===== src/rtl/uart_tx.sv =====
// UART transmitter: start bit, DBIT data bits LSB first, SB_TICK-tick stop period.
// Paced by a 16x oversampling s_tick; one-cycle tx_done_tick per completed frame.
`timescale 1ns/1ps
module uart_tx #(
  parameter int DBIT    = 8,
  parameter int SB_TICK = 16
) (
  input  logic            clk,
  input  logic            reset,
  input  logic            s_tick,
  input  logic            tx_start,
  input  logic [DBIT-1:0] din,
  output logic            tx,
  output logic            tx_done_tick,
  output logic            tx_busy
);

  localparam int SW = (SB_TICK > 16) ? $clog2(SB_TICK) : 4;
  localparam int NW = (DBIT > 1) ? $clog2(DBIT) : 1;

  localparam logic [1:0] IDLE  = 2'd0;
  localparam logic [1:0] START = 2'd1;
  localparam logic [1:0] DATA  = 2'd2;
  localparam logic [1:0] STOP  = 2'd3;

  localparam logic [SW-1:0] S_BIT_LAST  = SW'(15);
  localparam logic [SW-1:0] S_STOP_LAST = SW'(SB_TICK - 1);
  localparam logic [SW-1:0] S_ONE       = SW'(1);
  localparam logic [NW-1:0] N_LAST      = NW'(DBIT - 1);
  localparam logic [NW-1:0] N_ONE       = NW'(1);

  logic [1:0]      state_q, state_d;
  logic [SW-1:0]   s_q, s_d;
  logic [NW-1:0]   n_q, n_d;
  logic [DBIT-1:0] b_q, b_d;
  logic            done_d;
  logic            tx_d;

  // Handshake: tx_start is a level request sampled only in IDLE; tx_done_tick is a
  // single-cycle pulse in the first IDLE cycle after STOP, and no start is accepted
  // in that cycle so the requester has one clock to drop tx_start.
  always_comb begin
    state_d = state_q;
    s_d     = s_q;
    n_d     = n_q;
    b_d     = b_q;
    done_d  = 1'b0;
    case (state_q)
      IDLE: begin
        if (tx_start && !tx_done_tick) begin
          state_d = START;
          s_d     = '0;
        end
      end
      START: begin
        if (s_tick) begin
          if (s_q == S_BIT_LAST) begin
            // din is captured here, at the end of the start bit
            state_d = DATA;
            s_d     = '0;
            n_d     = '0;
            b_d     = din;
          end else begin
            s_d = s_q + S_ONE;
          end
        end
      end
      DATA: begin
        if (s_tick) begin
          if (s_q == S_BIT_LAST) begin
            s_d = '0;
            b_d = b_q >> 1;
            if (n_q == N_LAST) begin
              state_d = STOP;
            end else begin
              n_d = n_q + N_ONE;
            end
          end else begin
            s_d = s_q + S_ONE;
          end
        end
      end
      STOP: begin
        if (s_tick) begin
          if (s_q == S_STOP_LAST) begin
            state_d = IDLE;
            s_d     = '0;
            done_d  = 1'b1;
          end else begin
            s_d = s_q + S_ONE;
          end
        end
      end
      default: begin
        state_d = IDLE;
      end
    endcase
  end

  // Line level follows the current state, so tx lags the state change by one clock
  always_comb begin
    tx_d = 1'b1;
    case (state_q)
      IDLE:    tx_d = 1'b1;
      START:   tx_d = 1'b0;
      DATA:    tx_d = b_q[0];
      STOP:    tx_d = 1'b1;
      default: tx_d = 1'b1;
    endcase
  end

  always_ff @(posedge clk or posedge reset) begin
    if (reset) begin
      state_q      <= IDLE;
      s_q          <= '0;
      n_q          <= '0;
      b_q          <= '0;
      tx           <= 1'b1;
      tx_done_tick <= 1'b0;
      tx_busy      <= 1'b0;
    end else begin
      state_q      <= state_d;
      s_q          <= s_d;
      n_q          <= n_d;
      b_q          <= b_d;
      tx           <= tx_d;
      tx_done_tick <= done_d;
      tx_busy      <= (state_d != IDLE);
    end
  end

endmodule


===== config.mk =====
export PLATFORM = sky130hd
export DESIGN_NAME = uart_tx
export DESIGN_NICKNAME = d
export VERILOG_FILES = /design/src/rtl/uart_tx.sv
export SDC_FILE = /design/constraint.sdc
export NUM_CORES = 1
export LEC_CHECK = 0
export BUFFER_PORTS_ARGS = -buffer_cell sky130_fd_sc_hd__buf_2
export CAP_MARGIN = 20
export CORE_ASPECT_RATIO = 0.7
export CORE_MARGIN = 10
export CORE_UTILIZATION = 33
export CTS_BUF_LIST = sky130_fd_sc_hd__clkbuf_4 sky130_fd_sc_hd__clkbuf_8
export DETAILED_ROUTE_END_ITERATION = 10
export SYNTH_ARGS = -nofsm -noshare
export SYNTH_HDL_FRONTEND = slang
export SYNTH_SLANG_ARGS = --single-unit

===== constraint.sdc =====
create_clock -name clk -period 2.95 [get_ports clk]
set_clock_uncertainty 0.15 [all_clocks]
set_input_delay 0 -clock clk [delete_from_list [all_inputs] [get_ports clk]]
set_output_delay 0 -clock clk [all_outputs]
set_load 0.1 [all_outputs]

==> metrics.txt <==
run status=finished, final reports clean; worst min-delay path class=in2reg; Clock H-tree levels=1; number of flops mapped to enable cells by yosys=0; final design instance area without fill=1370 um2; area of the placeable core=3230 um2; Chip Height=69.0 um; launching point of the worst reg2reg path=state_q[0]$_DFF_PP0_; number of max-slew violations in the final report=0; antenna violations before repair=0; Most used DFF post-synth=sky130_fd_sc_hd__dfrtp_1; per-cell routed wire length=13.2 um; Synthesized Nets=126; DR vias/cell=4.94; flops & latches, synth=20; commonest non-fill, non-tap cells in the layout=sky130_fd_sc_hd__dfrtp_1 (19), sky130_fd_sc_hd__buf_2 (14), sky130_fd_sc_hd__nand2_1 (11); Worst Setup End Kind=flop; Horiz. Die Dim=90.1 um; Skew-Pair Late Insertion Delay=0.26 ns; port bufs=14; Slew Limit Headroom=50.0%; share of the core filled with cells=42.3%; final worst path period share=74.6%; row count=17; wire length of the first global-routing pass=4130 um; post-synth top area cell=sky130_fd_sc_hd__dfrtp_1; WS Path Type=reg2reg; cell count after synthesis=106; static power due to leakage=0.632 nW; layout cell share with drive strength beyond 1=22.3%; sum of negative setup slack=0 ns; clock root buffer=sky130_fd_sc_hd__clkbuf_8; P per Cell Area=697 nW/um2; maximum number of pins on one net before global-route repair=21; maximum fanout count along the critical path=15; Setup crit start kind=flop; Antenna Nets Post-Route=0; clock-pin slew on the worst setup and hold paths=0.07 ns; data arrival time at the worst-slack endpoint=2.24 ns; I/O pin count=15; via count of the first global-routing pass=864; number of antenna diodes=0; final WL=2340 um; DR pass1 iterations=4; vias post-DR=875; starting density of the core=35.1%; sequential cell area fraction in the yosys report=44.3%; post-synth top area share=41.9%; worst hold start=tx_start; yosys warns=0; Critical Path Start=state_q[0]$_DFF_PP0_; maximum achievable frequency=0.454 GHz; tightest hold margin=0.176 ns; highest ir drop seen on vdd=0.000339 V; total clock sinks=20; area growth from synthesis to final layout=20.6%; Final min period=2.20 ns; Finish-stage setup viols=0; Tightest Pin Transition=0.749 ns; number of max-cap violations=0; top cells by area in the synthesized netlist=sky130_fd_sc_hd__dfrtp_1 (42%), sky130_fd_sc_hd__ha_1 (8.8%), sky130_fd_sc_hd__mux2i_1 (6.2%); number of different library cells in the post-synthesis netlist=35; leading cell type in the layout, fill and taps excluded=sky130_fd_sc_hd__dfrtp_1; DRC violations left=0; Mapped Avg Cell Area=10.7 um2; number of nets in the layout=151; post-synthesis async set-or-reset flop share=100%; Total GRT Usage=7.78%; number of buffers added by the clock tree synthesis step=3; GPL Wtd Cong=0.814; half-perimeter wire length after detailed placement=1730 um; setup repair after global routing missed its margin=no; number of DRC violations after detailed-routing iteration 0=72; deepest clock path buffer count=2; standard cell area after detailed placement=1220 um2; global route total overflow=0; post-synthesis instance area=1130 um2; area enclosed by the die boundary=6220 um2; Hold Vio Cnt, Final=0; critical path required time=2.98 ns; clock tree from TritonCTS=built
-- state kept, by name, summed over array words and instances (netlist names) --
name,cells
state_q,2
tx_done_tick,1
tx_busy,1
tx,1
b_q,8
s_q,4
n_q,3
-- what timing repair did --
action	CTS	global route
endpoints found under the hold margin	28	0
hold buffers	10	0
resized for setup	0	0
setup buffers	0	0
-- power breakdown --
part	switching [mW]	internal (mW)
logic	0.246	0.129
clock network	0.0846	0.105
registers	0.0485	0.339
total	0.380	0.573
-- layer usage --
metal,global-route usage [%],vias to the layer above,share of wire [%]
li1,-,431,-
met2,11.8,19,45
met4,3.66,0,2.1
met1,9.96,421,49
met5,0,-,0
met3,2.16,4,3.5
-- synthesized netlist by cell type (2+ instances only) --
cell,instances
sky130_fd_sc_hd__ha_1,8
sky130_fd_sc_hd__nor2_1,4
sky130_fd_sc_hd__nand2_1,11
sky130_fd_sc_hd__a22o_1,5
sky130_fd_sc_hd__inv_1,8
sky130_fd_sc_hd__o21ai_1,3
sky130_fd_sc_hd__nand3_1,2
sky130_fd_sc_hd__dfrtp_1,19
sky130_fd_sc_hd__and2_1,3
sky130_fd_sc_hd__mux2_2,2
sky130_fd_sc_hd__clkbuf_8,2
sky130_fd_sc_hd__mux2i_1,7
sky130_fd_sc_hd__o21ai_0,9
sky130_fd_sc_hd__a21oi_1,2
-- path summary, 6_finish.rpt --
check | to | slack (ns) | depth (start not counted)
max | tx_busy$_DFF_PP0_ | 0.75 | 6
min | s_q[3]$_DFFE_PP0P_ | 0.18 | 4
max reg2reg | tx_busy$_DFF_PP0_ | 0.75 | 6
min reg2reg | b_q[2]$_DFFE_PP0P_ | 0.34 | 2
max in group asynchronous | s_q[2]$_DFFE_PP0P_ | 1.91 | 3
min in group asynchronous | state_q[1]$_DFF_PP0_ | 0.27 | 3
-- cells by family (layout without fill, tap and decap cells) --
family,Yosys count,in the layout,share of synthesized area (%)
buffers and inverters,12,36,6.51
multiplexers,9,9,8.17
AO/OA/AOI/OAI,30,30,19.4
AND/OR/NAND/NOR,27,27,12.8
adder cells (fa/ha/maj),8,8,8.83
flip-flops,20,20,44.3
-- worst max-delay path, cell delays in order (launching register included) --
cell	delay, ns
sky130_fd_sc_hd__dfrtp_1	0.41
sky130_fd_sc_hd__inv_1	0.16
sky130_fd_sc_hd__ha_1	0.63
sky130_fd_sc_hd__o21ai_0	0.24
sky130_fd_sc_hd__a221oi_2	0.25
sky130_fd_sc_hd__and3b_1	0.23
sky130_fd_sc_hd__o211ai_2	0.06
-- area by class of cell --
cell class              instances  area (um2)
multi-input cells              74         558
inverters                       8        30.0
clock buffers                   4        48.8
flip-flops and latches         20         502
fillers                       324        1870
well taps                      47        58.8
repair buffers                 24         170
-- per-stage QoR --
| step | power [mW] | cells | setup WS (ns) |
|---|---|---|---|
| CTS | 0.961 | 177 | 0.766 |
| global placement | 0.744 | 163 | 0.870 |
| global route | 1.02 | 177 | 0.632 |
| detailed placement | 0.755 | 163 | 0.792 |
| floorplan | 0.695 | 106 | 0.988 |
| finish | 0.953 | 177 | 0.749 |
Note: power is estimated with default switching activity, not from simulation.
